$ cat src/rtl/param_rom_stream_ctrl_if.sv
// Parameter-ROM stream bundle: job control, ROM port and output stream.
// PARAM_STREAM_LAST_EN adds the data_out_last flag.
interface param_rom_stream_ctrl_if #(
   parameter int DATA_WIDTH = 16,
   parameter int OUT_DEPTH  = 32,
   parameter int PASS_WIDTH = 16
);
   logic                       start;
   logic [PASS_WIDTH-1:0]      pass_count;
   logic                       busy;
   logic                       done;
   logic [$clog2(OUT_DEPTH):0] rom_addr;
   logic                       rom_ce;
   logic [DATA_WIDTH-1:0]      rom_q;
   logic [DATA_WIDTH-1:0]      data_out;
   logic                       data_out_valid;
   logic                       data_out_ready;
`ifdef PARAM_STREAM_LAST_EN
   logic                       data_out_last;

   modport master (
      input  start, pass_count, rom_q, data_out_ready,
      output busy, done, rom_addr, rom_ce,
      output data_out, data_out_valid, data_out_last
   );
   modport slave (
      output start, pass_count, rom_q, data_out_ready,
      input  busy, done, rom_addr, rom_ce,
      input  data_out, data_out_valid, data_out_last
   );
`else
   modport master (
      input  start, pass_count, rom_q, data_out_ready,
      output busy, done, rom_addr, rom_ce,
      output data_out, data_out_valid
   );
   modport slave (
      output start, pass_count, rom_q, data_out_ready,
      input  busy, done, rom_addr, rom_ce,
      input  data_out, data_out_valid
   );
`endif
endinterface

$ cat src/rtl/param_rom_stream_ctrl.sv
// Walks a fixed-latency parameter ROM for N passes into a credit-based stream.
// Optional macro PARAM_STREAM_LAST_EN: per-pass last flag on the stream.
module param_rom_stream_ctrl #(
   parameter int DATA_WIDTH  = 16,
   parameter int OUT_DEPTH   = 32,
   parameter int ROM_LATENCY = 2,
   parameter int FIFO_DEPTH  = ROM_LATENCY + 1,
   parameter int PASS_WIDTH  = 16
) (
   input logic clk,
   input logic rst,
   param_rom_stream_ctrl_if.master bus
);
   localparam int AW = $clog2(OUT_DEPTH) + 1;
   localparam int PW = (FIFO_DEPTH > 1) ? $clog2(FIFO_DEPTH) : 1;
   localparam int CW = $clog2(FIFO_DEPTH + 1);
   localparam logic [AW-1:0] LAST_ADDR = AW'(OUT_DEPTH - 1);
   localparam logic [PW-1:0] LAST_PTR  = PW'(FIFO_DEPTH - 1);

   typedef enum logic [1:0] {S_IDLE, S_RUN, S_DRAIN, S_DONE} state_t;

   state_t                r_state;
   logic [AW-1:0]         r_addr;
   logic [PASS_WIDTH-1:0] r_passes;
   logic                  r_busy;
   logic                  r_done;
   logic [ROM_LATENCY-1:0] r_vsr;
   logic [DATA_WIDTH-1:0] r_mem [FIFO_DEPTH];
   logic [PW-1:0]         r_rd_ptr;
   logic [PW-1:0]         r_wr_ptr;
   logic [CW-1:0]         r_count;
`ifdef PARAM_STREAM_LAST_EN
   logic [ROM_LATENCY-1:0] r_lsr;
   logic                  r_lmem [FIFO_DEPTH];
`endif

   int            w_inflight;
   logic          w_pop;
   logic          w_push;
   logic          w_issue;
   logic          w_wrap;
   logic          w_drained;
   logic [CW-1:0] w_count_nxt;

   always_comb begin
      w_inflight = 0;
      for (int i = 0; i < ROM_LATENCY; i++)
         w_inflight = w_inflight + int'(r_vsr[i]);
   end

   assign w_pop  = (r_count != '0) && bus.data_out_ready;
   assign w_push = r_vsr[ROM_LATENCY-1];
   // Credits: words in flight plus words buffered never exceed FIFO_DEPTH.
   assign w_issue = (r_state == S_RUN) &&
      ((w_inflight + int'(r_count) - int'(w_pop)) < FIFO_DEPTH);
   assign w_wrap = w_issue && (r_addr == LAST_ADDR);
   assign w_count_nxt = r_count + CW'(w_push) - CW'(w_pop);
   // Look one cycle ahead so done lands right after the final handshake.
   assign w_drained = (w_inflight == int'(r_vsr[ROM_LATENCY-1])) &&
      (w_count_nxt == '0);

   always_ff @(posedge clk) begin
      if (rst) begin
         r_state  <= S_IDLE;
         r_addr   <= '0;
         r_passes <= '0;
         r_busy   <= 1'b0;
         r_done   <= 1'b0;
      end else begin
         r_done <= 1'b0;
         case (r_state)
            S_IDLE: begin
               if (bus.start && bus.pass_count != '0) begin
                  r_state  <= S_RUN;
                  r_passes <= bus.pass_count;
                  r_addr   <= '0;
                  r_busy   <= 1'b1;
               end
            end
            S_RUN: begin
               if (w_issue) begin
                  r_addr <= w_wrap ? '0 : r_addr + AW'(1);
                  if (w_wrap) begin
                     r_passes <= r_passes - PASS_WIDTH'(1);
                     if (r_passes == PASS_WIDTH'(1))
                        r_state <= S_DRAIN;
                  end
               end
            end
            S_DRAIN: begin
               if (w_drained) begin
                  r_state <= S_DONE;
                  r_done  <= 1'b1;
                  r_busy  <= 1'b0;
               end
            end
            S_DONE:  r_state <= S_IDLE;
            default: r_state <= S_IDLE;
         endcase
      end
   end

   always_ff @(posedge clk) begin
      if (rst) begin
         r_vsr    <= '0;
         r_rd_ptr <= '0;
         r_wr_ptr <= '0;
         r_count  <= '0;
`ifdef PARAM_STREAM_LAST_EN
         r_lsr    <= '0;
`endif
      end else begin
         r_vsr[0] <= w_issue;
         for (int i = 1; i < ROM_LATENCY; i++)
            r_vsr[i] <= r_vsr[i-1];
`ifdef PARAM_STREAM_LAST_EN
         r_lsr[0] <= w_wrap;
         for (int i = 1; i < ROM_LATENCY; i++)
            r_lsr[i] <= r_lsr[i-1];
`endif
         if (w_push)
            r_wr_ptr <= (r_wr_ptr == LAST_PTR) ? '0 : r_wr_ptr + PW'(1);
         if (w_pop)
            r_rd_ptr <= (r_rd_ptr == LAST_PTR) ? '0 : r_rd_ptr + PW'(1);
         r_count <= w_count_nxt;
      end
   end

   always_ff @(posedge clk) begin
      if (w_push) begin
         r_mem[r_wr_ptr]  <= bus.rom_q;
`ifdef PARAM_STREAM_LAST_EN
         r_lmem[r_wr_ptr] <= r_lsr[ROM_LATENCY-1];
`endif
      end
   end

   assign bus.busy           = r_busy;
   assign bus.done           = r_done;
   assign bus.rom_addr       = r_addr;
   assign bus.rom_ce         = 1'b1;
   assign bus.data_out       = r_mem[r_rd_ptr];
   assign bus.data_out_valid = (r_count != '0);
`ifdef PARAM_STREAM_LAST_EN
   assign bus.data_out_last  = (r_count != '0) && r_lmem[r_rd_ptr];
`endif
endmodule

$ cat src/flat_wrapper.sv
// flat-port wrapper written by rule: the top's interface ports become plain ports
module param_rom_stream_ctrl_flat 
#(
   parameter int DATA_WIDTH  = 16,
   parameter int OUT_DEPTH   = 32,
   parameter int ROM_LATENCY = 2,
   parameter int FIFO_DEPTH  = ROM_LATENCY + 1,
   parameter int PASS_WIDTH  = 16
)
  (clk, rst, bus_start, bus_pass_count, bus_rom_q, bus_data_out_ready, bus_busy, bus_done, bus_rom_addr, bus_rom_ce, bus_data_out, bus_data_out_valid);
  param_rom_stream_ctrl_if #(.DATA_WIDTH(DATA_WIDTH), .OUT_DEPTH(OUT_DEPTH), .PASS_WIDTH(PASS_WIDTH)) bus_i ();
  input logic clk;
  input logic rst;
  input wire logic [$bits(bus_i.start)-1:0] bus_start;
  input wire logic [$bits(bus_i.pass_count)-1:0] bus_pass_count;
  input wire logic [$bits(bus_i.rom_q)-1:0] bus_rom_q;
  input wire logic [$bits(bus_i.data_out_ready)-1:0] bus_data_out_ready;
  output wire logic [$bits(bus_i.busy)-1:0] bus_busy;
  output wire logic [$bits(bus_i.done)-1:0] bus_done;
  output wire logic [$bits(bus_i.rom_addr)-1:0] bus_rom_addr;
  output wire logic [$bits(bus_i.rom_ce)-1:0] bus_rom_ce;
  output wire logic [$bits(bus_i.data_out)-1:0] bus_data_out;
  output wire logic [$bits(bus_i.data_out_valid)-1:0] bus_data_out_valid;
  assign bus_i.start = bus_start;
  assign bus_i.pass_count = bus_pass_count;
  assign bus_i.rom_q = bus_rom_q;
  assign bus_i.data_out_ready = bus_data_out_ready;
  assign bus_busy = bus_i.busy;
  assign bus_done = bus_i.done;
  assign bus_rom_addr = bus_i.rom_addr;
  assign bus_rom_ce = bus_i.rom_ce;
  assign bus_data_out = bus_i.data_out;
  assign bus_data_out_valid = bus_i.data_out_valid;
  param_rom_stream_ctrl #(.DATA_WIDTH(DATA_WIDTH), .OUT_DEPTH(OUT_DEPTH), .ROM_LATENCY(ROM_LATENCY), .FIFO_DEPTH(FIFO_DEPTH), .PASS_WIDTH(PASS_WIDTH)) u_core (.clk(clk), .rst(rst), .bus(bus_i));
endmodule
$ cat config.mk
export PLATFORM = sky130hd
export DESIGN_NAME = param_rom_stream_ctrl_flat
export DESIGN_NICKNAME = d
export VERILOG_FILES = /design/src/rtl/param_rom_stream_ctrl_if.sv /design/src/rtl/param_rom_stream_ctrl.sv /design/src/flat_wrapper.sv
export SDC_FILE = /design/constraint.sdc
export NUM_CORES = 1
export LEC_CHECK = 0
export ABC_CLOCK_PERIOD_IN_PS = 2800
export BUFFER_PORTS_ARGS = -buffer_cell sky130_fd_sc_hd__buf_2
export CAP_MARGIN = 10
export CORE_ASPECT_RATIO = 1.25
export CORE_MARGIN = 5
export CORE_UTILIZATION = 50
export DETAILED_ROUTE_END_ITERATION = 8
export HOLD_SLACK_MARGIN = 0.02
export PLACE_DENSITY = 0.75
export SYNTH_ARGS = -nofsm -noshare
export SYNTH_HDL_FRONTEND = slang
export SYNTH_SLANG_ARGS = --single-unit
export TNS_END_PERCENT = 100
$ cat constraint.sdc
create_clock -name clk -period 2.8 [get_ports clk]
set_clock_uncertainty 0.05 [all_clocks]
set_input_delay 0.56 -clock clk [delete_from_list [all_inputs] [get_ports clk]]
set_output_delay 0.56 -clock clk [all_outputs]
set_load 0.01 [all_outputs]
==> impl_summary.txt, run 1 <==
----------------------------------------------------
[Status]
  Result of the run ... finished, violations left
  Violated checks ... negative setup slack

[Setup path]
  Worst Path Max Fanout ... 4
  Largest incremental delay on the critical path ... 450 ps
  CP startpoint ... u_core.r_vsr[0]$_SDFF_PP0_
  Critical Setup Path Class ... reg2reg
  Cell with the largest stage delay on the worst path ... a221o_2
  Kind of end point of the critical path ... register
  Required time reported for the critical path endpoint ... 3040 ps
  Reg-to-reg slack, setup ... -100 ps
  Endpoint of the most critical setup path ... u_core.bus.rom_addr[4]$_SDFFE_PP0P_
  Reg-to-reg critical path startpoint ... u_core.r_vsr[0]$_SDFF_PP0_
  CP startpoint kind ... register
  Crit path cell chain ... ha_4 -> inv_2 -> ha_4 -> fa_2 -> ha_4 -> nand2b_4 -> o22a_1 -> a221o_2 -> or4_1 -> a21oi_1
  Endpoint of the lowest-slack register-to-register path ... u_core.bus.rom_addr[4]$_SDFFE_PP0P_
  Critical path data arrival time ... 3130 ps
  Worst r2r path cells ... 10
  Dominant cell type by count on the critical path ... ha_4

[Synth]
  Post-Syn Area per Cell ... 10.6 um2
  Mapped Area ... 0.00397 mm2
  Synthesis-stage register bit count ... 84
  Cell variety after synth ... 55
  Cell count after synthesis ... 374
  Flip-flop cell with the highest count after synthesis ... edfxtp_1
  Count of flip-flops with a built-in enable after synthesis ... 48
  Sequential area share after synthesis ... 54.4%
  Total nets after synthesis ... 423
  Share of flip-flops with an asynchronous set or reset ... 0%
  YS warnings ... 0

[Power and ir drop]
  NetSw ... 1.95 mW
  Comb power frac ... 48.5%
  Static Leakage ... 1.83 nW
  Clock network power share ... 18.2%
  Cell-internal power ... 2.96 mW
  PnR Total Power ... 4.92 mW
  Sequential share of power ... 33.3%
  Power density cells ... 974 mW/mm2
  Peak supply drop ... 0.000533 V
  Switching part of the total power ... 39.7%

[Floorplanning]
  Placeable core region ... 0.00779 mm2
  Placement Rows ... 36
  Die ar. ... 0.00984 mm2
  Die Span Y ... 110 um
  I/O Pins ... 62
  X dimension of the die ... 89.7 um
  Effective utilization at floorplan ... 51.0%

[Job]
  Total of max-cap violations ... 0

[Global route]
  Total overflow reported by the global router ... 0
  Number of global-route vias before repair ... 3246
  Antenna violations before repair ... 0
  Largest net degree at the start of global routing ... 40
  First-pass GRT wire length ... 15300 um
  Overall fraction of global-route tracks in use ... 19.3%

[Routing]
  Average vias per placed instance ... 5.95
  Number of nets with antenna violations after routing ... 0
  Post-detailed-route wirelength per cell ... 17.2 um
  Post-detailed-route DRC marker count ... 0
  Total wire length after detailed routing ... 9480 um
  First-pass iteration count of the detailed router ... 4
  Initial DRC count ... 158
  Via count ... 3272

[Timing]
  Hold violation total from the final report ... 0
  Slew @ Worst Pin ... 700 ps
  Maximum clock frequency ... 345 MHz
  Max Transition Viols Final ... 0
  Period minus WS final ... 2900 ps
  Final setup viols ... 20
  Unrepaired setup endpoints after global routing ... yes
  Tightest slew margin relative to the limit ... 53.3%
  Final period utilization ... 103%
  Min setup slack post-route ... -96.9 ps

[Final layout]
  Antenna diode count ... 0
  Share of cells above drive strength 1 ... 31.9%
  Register Area ... 0.00217 mm2
  Non-Filler Cell Area, Final ... 0.00505 mm2
  Most frequent standard cell in the layout excluding fill and tap cells ... buf_2
  Fill cell count ... 598
  Area Growth Syn to Fin ... 27.1%
  Area used by multi-input combinational logic ... 0.00191 mm2
  Layout Cells excl Fill ... 550
  Net total in the final layout ... 499
  Leading cell types in the layout, fill and taps excluded ... buf_2, edfxtp_1, dfxtp_1, a21oi_1, nand2_1

[CTS]
  Clock edge transition at the registers on the reported setup and hold paths ... 90 ps
  H-Tree Depth ... 3
  Clock tree from TritonCTS ... done
  Inserted Clock Buffers ... 9
  Number of clock sinks ... 84
  Maximum clock path buffer count ... 2
  CTS root buf ... clkbuf_8
  Clock latency of the later-clocked register in the worst-skew pair ... 360 ps
  Count of hold-fix buffers inserted at cts ... 0

[Placement]
  Detailed placement HPWL ... 6330 um
  Global placement routability congestion ... 0.903
  Dpl cells ... 529
  Buffers added on ports ... 60
  Post-place instance area ... 0.00455 mm2

[Min path]
  Worst Hold Class ... in2reg

----------------------------------------------------
-- metrics by stage --
stage          worst slack (ps)  setup TNS [ps]  util, %  hold slack, ps
6_report                  -96.9           -1060     64.8             350
3_3_place_gp               -198           -3350     58.4             406
2_1_floorplan              4.05               0        -             395
4_1_cts                   -64.8            -664     63.4             332
5_1_grt                    -189           -2730     64.8             323
3_5_place_dp               -253           -4580     58.4             408
-- layout make-up --
type	instances	area share [%]
repair buffers	88	11.5
clock buffers	9	2.45
clock inverters	7	1.64
inverters	17	1.26
flip-flops and latches	84	42.9
multi-input cells	250	37.9
well taps	95	2.35
-- worst max-delay path, delay by kind of cell, from the launching register on --
| family | cells | cell delay (ps) |
|---|---|---|
| adders and majority gates | 4 | 1050 |
| AOI/OAI and AO/OA | 3 | 820 |
| and+or+nand+nor | 2 | 500 |
| DFF | 1 | 360 |
| buffers and inverters | 1 | 40 |
-- cell usage after synthesis (2+ instances only) --
library cell,number,share of area (%)
a2111oi_0,2,0.44
a211oi_1,3,0.57
a21oi_1,31,3.9
a31oi_1,3,0.47
and2_1,4,0.63
and3_1,7,1.1
clkbuf_1,21,2.0
dfxtp_1,36,18
edfxtp_1,48,36
ha_1,12,3.8
inv_1,16,1.5
mux2i_1,20,5.0
nand2_1,27,2.6
nand2b_1,6,0.95
nand3_1,7,0.88
nand4_1,3,0.47
nand4b_1,3,0.66
nor2_1,19,1.8
nor2b_1,4,0.63
nor3_1,11,1.4
nor3b_1,4,0.76
nor4_1,5,0.79
o21a_1,3,0.57
o21ai_0,24,3.0
o311ai_0,10,2.2
o31ai_1,13,2.5
o41ai_1,2,0.44
or3_1,2,0.32
xnor2_1,2,0.44
-- power by group through the flow --
| stage | logic (mW) | clock network, mW | registers [mW] |
|---|---|---|---|
| 6_report | 2.38 | 0.896 | 1.64 |
| 4_1_cts | 2.25 | 0.914 | 1.62 |
| 5_1_grt | 2.61 | 0.968 | 1.66 |
| 3_3_place_gp | 1.91 | 0 | 1.63 |
| 2_1_floorplan | 1.38 | 0 | 1.61 |
| 3_5_place_dp | 1.97 | 0 | 1.64 |
-- kinds of logic after synthesis --
group           share of synthesized area [%]
other cells                            0.0944
simple gates                             14.7
fa+ha+maj                                4.28
buf+inv                                  3.88
xor+xnor                                0.662
compound gates                           16.6
flops                                    54.4
mux                                      5.32
-- how the worst min path moves through the flow --
stage | start | end | slack [ps] | cells past startpoint
after floorplan | u_core.r_vsr[0]$_SDFF_PP0_ | u_core.r_vsr[1]$_SDFF_PP0_ | 390 | 1
after global placement | u_core.r_vsr[0]$_SDFF_PP0_ | u_core.r_vsr[1]$_SDFF_PP0_ | 410 | 1
after detailed placement | u_core.r_vsr[0]$_SDFF_PP0_ | u_core.r_vsr[1]$_SDFF_PP0_ | 410 | 1
after CTS | bus_rom_q[5] | u_core.r_mem[2][5]$_DFFE_PP_ | 330 | 1
after global routing | bus_rom_q[9] | u_core.r_mem[2][9]$_DFFE_PP_ | 320 | 1
final | bus_rom_q[5] | u_core.r_mem[2][5]$_DFFE_PP_ | 350 | 1
-- registers in the layout, indices dropped and copies added, names as in the netlist, named ones only --
| name | count |
|---|---|
| u_core.r_mem | 48 |
| u_core.r_passes | 16 |
| u_core.bus.rom_addr | 6 |
| u_core.r_count | 2 |
| u_core.r_rd_ptr | 2 |
| u_core.r_state | 2 |
| u_core.r_vsr | 2 |
| u_core.r_wr_ptr | 2 |
| u_core.bus.busy | 1 |
| u_core.bus.done | 1 |
-- routing by layer --
metal  share of wire [%]  global-route usage (%)  wire (um)
met1                  40                    22.7       3820
met2                  52                    34.2       4960
met3                 5.7                    4.18        537
met4                 1.7                    8.32        165
met5                   0                       0          0
-- repair_timing --
action                     in CTS  in global routing
pin swaps                       2                  3
buffers inserted                3                  0
cloned                          2                  0
resized for setup              20                 20
setup endpoints to repair      23                 24
Note: power is estimated with default switching activity, not from simulation.
==> inputs of run 2 (changes only) <==
--- a/config.mk
+++ b/config.mk
@@ -6,14 +6,14 @@
 export NUM_CORES = 1
 export LEC_CHECK = 0
 export ABC_CLOCK_PERIOD_IN_PS = 2800
-export BUFFER_PORTS_ARGS = -buffer_cell sky130_fd_sc_hd__buf_2
 export CAP_MARGIN = 10
 export CORE_ASPECT_RATIO = 1.25
 export CORE_MARGIN = 5
 export CORE_UTILIZATION = 50
 export DETAILED_ROUTE_END_ITERATION = 8
+export DONT_BUFFER_PORTS = 1
 export HOLD_SLACK_MARGIN = 0.02
-export PLACE_DENSITY = 0.75
+export PLACE_DENSITY = 0.78
 export SYNTH_ARGS = -nofsm -noshare
 export SYNTH_HDL_FRONTEND = slang
 export SYNTH_SLANG_ARGS = --single-unit
==> impl_summary.txt, run 2 (synthesis gave the netlist of run 1 again) <==
----------------------------------------------------
[Status]
  Result of the run ... finished, violations left
  Violated checks ... negative setup slack

[Power and ir drop]
  Cell-internal power ... 2.89 mW
  Switching part of the total power ... 39.5%
  Comb power frac ... 45.3%
  NetSw ... 1.89 mW
  Clock network power share ... 20.2%
  Peak supply drop ... 0.000485 V
  PnR Total Power ... 4.78 mW
  Static Leakage ... 1.57 nW
  Sequential share of power ... 34.5%
  Power density cells ... 1010 mW/mm2

[Routing]
  Uppermost layer routed ... met4
  First-pass iteration count of the detailed router ... 4
  Post-detailed-route DRC marker count ... 0
  Wire length the detailed router placed on met1 ... 3650 um
  Average vias per placed instance ... 6.12
  Total met2 wirelength after detailed routing ... 4720 um
  Via count ... 2979
  Post-detailed-route wirelength per cell ... 19.3 um
  Initial DRC count ... 120
  Total wire length after detailed routing ... 9400 um
  Total length of routed met3 wires ... 678 um
  Number of nets with antenna violations after routing ... 0

[Setup path]
  Kind of end point of the critical path ... register
  Cell with the largest stage delay on the worst path ... a221o_1
  Endpoint of the lowest-slack register-to-register path ... u_core.r_passes[3]$_SDFFE_PP0P_
  Critical path data arrival time ... 3030 ps
  CP startpoint ... u_core.r_vsr[1]$_SDFF_PP0_
  Dominant cell type by count on the critical path ... ha_4
  Required time reported for the critical path endpoint ... 2990 ps
  Largest incremental delay on the critical path ... 420 ps
  CP startpoint kind ... register
  Critical Setup Path Class ... reg2reg
  Crit path cell chain ... ha_4 -> inv_2 -> ha_4 -> fa_2 -> ha_4 -> nand2b_4 -> o22a_1 -> a221o_1 -> buf_4 -> o311ai_4 -> o31ai_2
  Worst r2r path cells ... 11
  Reg-to-reg slack, setup ... -40 ps
  Worst Path Max Fanout ... 6
  Reg-to-reg critical path startpoint ... u_core.r_vsr[1]$_SDFF_PP0_
  Endpoint of the most critical setup path ... u_core.r_passes[3]$_SDFFE_PP0P_

[Floorplanning]
  Placement Rows ... 36
  I/O Pins ... 62
  X dimension of the die ... 89.7 um
  Effective utilization at floorplan ... 51.0%
  Die ar. ... 0.00984 mm2
  Placeable core region ... 0.00779 mm2
  Die Span Y ... 110 um

[Timing]
  Tightest slew margin relative to the limit ... 56.5%
  Slew @ Worst Pin ... 651 ps
  Worst Hold Margin ... 201 ps
  Final setup viols ... 12
  Unrepaired setup endpoints after global routing ... yes
  Aggregate negative setup slack ... -249 ps
  Maximum clock frequency ... 352 MHz
  Hold violation total from the final report ... 0
  Final period utilization ... 102%
  Max Transition Viols Final ... 0
  Period minus WS final ... 2840 ps
  Min setup slack post-route ... -43.0 ps

[Global route]
  Total overflow reported by the global router ... 0
  First-pass GRT wire length ... 15000 um
  Number of global-route vias before repair ... 3059
  Largest net degree at the start of global routing ... 40
  Antenna violations before repair ... 0
  Overall fraction of global-route tracks in use ... 19.3%

[Final layout]
  Final design utilization ... 60.5%
  Non-Filler Cell Area, Final ... 0.00471 mm2
  Fill cell count ... 628
  Area Growth Syn to Fin ... 18.7%
  Net total in the final layout ... 436
  Most frequent standard cell in the layout excluding fill and tap cells ... edfxtp_1
  Leading cell types in the layout, fill and taps excluded ... edfxtp_1, dfxtp_1, a21oi_1, nand2_1, o21ai_0
  Flip-flop count of the largest register after layout ... 48
  Layout Cells excl Fill ... 487
  Share of cells above drive strength 1 ... 21.9%
  Largest Register ... u_core.r_mem
  Antenna diode count ... 0

[Placement]
  Global placement routability congestion ... 0.905
  Dpl cells ... 469
  Buffers added on ports ... 0
  Pre-CTS setup slack ... -212 ps
  Detailed placement HPWL ... 6360 um
  Post-place instance area ... 0.00422 mm2

[Job]
  Total of max-cap violations ... 0

[CTS]
  Clock latency of the later-clocked register in the worst-skew pair ... 360 ps
  Maximum clock path buffer count ... 2
  Clock edge transition at the registers on the reported setup and hold paths ... 90 ps
  Count of hold-fix buffers inserted at cts ... 0
  Inserted Clock Buffers ... 9
  Number of clock sinks ... 84
  CTS root buf ... clkbuf_8
  H-Tree Depth ... 3
  Clock tree from TritonCTS ... done

[Min path]
  Worst Hold Class ... in2reg

----------------------------------------------------
## run 2: cell count changes in the layout (fill, tap and decap cells not counted), sizes merged
| cell | change |
|---|---|
| clkinvlp | -1 |
| inv | -1 |
| buf | -61 |
| clkbuf | -1 |
| clkinv | +1 |
| bufinv | +1 |
| bufbuf | -1 |
## run 2: worst min-delay path by stage
stage | from | endpoint | slack, ps | depth (start not counted)
floorplan | u_core.r_vsr[0]$_SDFF_PP0_ | u_core.r_vsr[1]$_SDFF_PP0_ | 390 | 1
global placement | u_core.r_vsr[0]$_SDFF_PP0_ | u_core.r_vsr[1]$_SDFF_PP0_ | 400 | 1
CTS | rst | u_core.r_vsr[1]$_SDFF_PP0_ | 190 | 1
finish | rst | u_core.bus.rom_addr[0]$_SDFFE_PP0P_ | 200 | 1
detailed placement | u_core.r_vsr[0]$_SDFF_PP0_ | u_core.r_vsr[1]$_SDFF_PP0_ | 400 | 1
global route | rst | u_core.bus.rom_addr[0]$_SDFFE_PP0P_ | 180 | 1
## run 2: layer usage
metal,vias up,track usage [%]
li1,1427,-
met4,0,11.9
met3,28,5.41
met1,1419,21.3
met2,105,32.9
met5,-,0
## run 2: layout make-up
| cell class | count | area, um2 | area share [%] |
|---|---|---|---|
| clock buffer | 9 | 124 | 2.63 |
| timing repair buffer | 25 | 219 | 4.65 |
| clock inverter | 7 | 97.6 | 2.07 |
| multi-input combinational | 250 | 1920 | 40.8 |
| tap | 95 | 119 | 2.52 |
| inverter | 17 | 63.8 | 1.35 |
| sequential | 84 | 2170 | 46.0 |
## run 2: timing repair
item,in CTS,in global routing
pin swaps,6,8
resized for setup,21,26
setup endpoints to repair,23,24
gates cloned,1,0
buffers inserted,2,0
## run 2: power groups by stage
stage,registers (mW),logic [mW],clock network [mW]
3_5_place_dp,1.65,1.81,0
2_1_floorplan,1.61,1.38,0
6_report,1.65,2.16,0.965
4_1_cts,1.64,2.00,0.981
3_3_place_gp,1.64,1.78,0
5_1_grt,1.67,2.36,1.03
## run 2: worst max-delay path, delay by kind of cell (launching register included)
kind                     cells  cell delay, ps
AO/OA/AOI/OAI                4             950
adder cells (fa/ha/maj)      4            1040
flip-flops                   1             340
buffers and inverters        2             280
AND/OR/NAND/NOR              1              50
==> inputs of run 3 (changes only) <==
--- a/config.mk
+++ b/config.mk
@@ -7,13 +7,14 @@
 export LEC_CHECK = 0
 export ABC_CLOCK_PERIOD_IN_PS = 2800
 export CAP_MARGIN = 10
-export CORE_ASPECT_RATIO = 1.25
+export CORE_ASPECT_RATIO = 0.8
 export CORE_MARGIN = 5
 export CORE_UTILIZATION = 50
 export DETAILED_ROUTE_END_ITERATION = 8
 export DONT_BUFFER_PORTS = 1
 export HOLD_SLACK_MARGIN = 0.02
 export PLACE_DENSITY = 0.78
+export REMOVE_ABC_BUFFERS = 1
 export SYNTH_ARGS = -nofsm -noshare
 export SYNTH_HDL_FRONTEND = slang
 export SYNTH_SLANG_ARGS = --single-unit
==> impl_summary.txt, run 3 (synthesis gave the netlist of run 1 again) <==
----------------------------------------------------
[Status]
  Result of the run ... finished, violations left
  Violated checks ... negative setup slack

[Setup path]
  Crit path cell chain ... ha_4 -> inv_2 -> ha_4 -> fa_2 -> ha_4 -> nand2b_4 -> o22a_1 -> a221o_1 -> buf_2 -> o311ai_2 -> o31ai_1
  Reg-to-reg critical path startpoint ... u_core.r_vsr[1]$_SDFF_PP0_
  CP startpoint ... u_core.r_vsr[1]$_SDFF_PP0_
  Worst Path Max Fanout ... 4
  Critical Setup Path Class ... reg2reg
  Critical path data arrival time ... 3120 ps
  Largest incremental delay on the critical path ... 420 ps
  Kind of end point of the critical path ... register
  Dominant cell type by count on the critical path ... ha_4
  Crit path buffers/inverters ... 2
  Category of cells accounting for the largest share of critical-path delay ... compound AO/OA/AOI/OAI gates
  CP startpoint kind ... register
  Required time reported for the critical path endpoint ... 3000 ps
  Cell with the largest stage delay on the worst path ... a221o_1

[CTS]
  H-Tree Depth ... 3
  Maximum clock path buffer count ... 2
  Number of clock sinks ... 84
  CTS root buf ... clkbuf_8
  Count of hold-fix buffers inserted at cts ... 0
  Clock edge transition at the registers on the reported setup and hold paths ... 110 ps
  Clock tree from TritonCTS ... done
  Clock latency of the later-clocked register in the worst-skew pair ... 370 ps
  Inserted Clock Buffers ... 9

[Final layout]
  Leading cell types in the layout, fill and taps excluded ... edfxtp_1, dfxtp_1, a21oi_1, nand2_1, buf_4
  Share of cells above drive strength 1 ... 18.3%
  Net total in the final layout ... 437
  Area Growth Syn to Fin ... 15.1%
  Antenna diode count ... 0
  Final design utilization ... 58.3%
  Layout Cells excl Fill ... 501
  Most frequent standard cell in the layout excluding fill and tap cells ... edfxtp_1
  Flip-flop count of the largest register after layout ... 48
  Fill cell count ... 666
  Non-Filler Cell Area, Final ... 0.00457 mm2
  Largest Register ... u_core.r_mem

[Timing]
  Min setup slack post-route ... -128 ps
  Max Transition Viols Final ... 0
  Unrepaired setup endpoints after global routing ... yes
  Maximum clock frequency ... 342 MHz
  Hold violation total from the final report ... 0
  Period minus WS final ... 2930 ps
  Slew @ Worst Pin ... 591 ps
  Worst Hold Margin ... 202 ps
  Tightest slew margin relative to the limit ... 60.5%
  Aggregate negative setup slack ... -1000 ps
  Final setup viols ... 16
  Final period utilization ... 105%

[Routing]
  Via count ... 3016
  Post-detailed-route DRC marker count ... 0
  Number of nets with antenna violations after routing ... 0
  Post-detailed-route wirelength per cell ... 17.9 um
  Initial DRC count ... 228
  Average vias per placed instance ... 6.02
  Total wire length after detailed routing ... 8970 um
  First-pass iteration count of the detailed router ... 5

[Power and ir drop]
  Peak supply drop ... 0.000519 V
  PnR Total Power ... 4.51 mW
  Comb power frac ... 44.6%
  Power density cells ... 987 mW/mm2
  NetSw ... 1.85 mW
  Cell-internal power ... 2.66 mW
  Static Leakage ... 1.53 nW
  Switching part of the total power ... 41.1%
  Sequential share of power ... 36.2%
  Clock network power share ... 19.2%

[Placement]
  Dpl cells ... 481
  Buffers added on ports ... 0
  Post-place instance area ... 0.00419 mm2
  Global placement routability congestion ... 0.875
  Detailed placement HPWL ... 5840 um
  Pre-CTS setup slack ... -420 ps

[Global route]
  Total overflow reported by the global router ... 0
  First-pass GRT wire length ... 14300 um
  Overall fraction of global-route tracks in use ... 18.3%
  Antenna violations before repair ... 0
  Largest net degree at the start of global routing ... 40
  Number of global-route vias before repair ... 2925

[Min path]
  Origin of the worst min-delay path ... rst
  Worst Hold Class ... in2reg

[Floorplanning]
  Effective utilization at floorplan ... 50.7%
  Placement Rows ... 29
  Placeable core region ... 0.00784 mm2
  I/O Pins ... 62
  Die Span Y ... 89.7 um
  Die ar. ... 0.00984 mm2
  X dimension of the die ... 110 um

[Job]
  Total of max-cap violations ... 0

----------------------------------------------------
-- run 3: cell count changes in the layout (fill, tap and decap cells not counted), sizes merged --
cell / previous run / this run
inv: 19 / 21
clkinv: 2 / 3
clkinvlp: 1 / 0
buf: 25 / 26
bufinv: 2 / 0
-- run 3: area by class of cell --
cell class / count / area [um2] / area share [%]
timing repair buffer: 26 / 196 / 4.30
sequential: 84 / 2160 / 47.4
clock buffer: 9 / 124 / 2.71
multi-input combinational: 250 / 1810 / 39.6
inverter: 17 / 63.8 / 1.40
clock inverter: 7 / 76.3 / 1.67
tap: 108 / 135 / 2.96
-- run 3: final timing paths --
path                                                       endpoint  slack [ps]  cells after the start
worst max-delay path               u_core.r_passes[14]$_SDFFE_PP0P_        -130                     11
worst min-delay path            u_core.bus.rom_addr[4]$_SDFFE_PP0P_         200                      1
worst max register to register     u_core.r_passes[14]$_SDFFE_PP0P_        -130                     11
worst min register to register           u_core.r_vsr[1]$_SDFF_PP0_         430                      1
-- run 3: layer usage --
metal | vias to the layer above | part of all wire [%] | global-route usage [%]
met1 | 1448 | 41 | 24.0
met5 | - | 0 | 0
met4 | 0 | 2.3 | 6.33
met2 | 119 | 49 | 28.5
met3 | 22 | 7.6 | 6.09
li1 | 1427 | - | -
-- run 3: power by group through the flow --
stage	Combinational [mW]	Sequential [mW]	Clock, mW
final	2.01	1.63	0.866
after floorplan	1.21	1.64	0
after detailed placement	1.74	1.64	0
after global routing	2.18	1.65	0.936
after global placement	1.70	1.63	0
after CTS	1.85	1.62	0.879
-- run 3: timing repair --
action | in CTS | in global routing
gates resized for setup | 25 | 16
pin swaps | 3 | 4
buffers inserted | 2 | 1
endpoints found under the setup margin | 22 | 23
cloned | 1 | 0
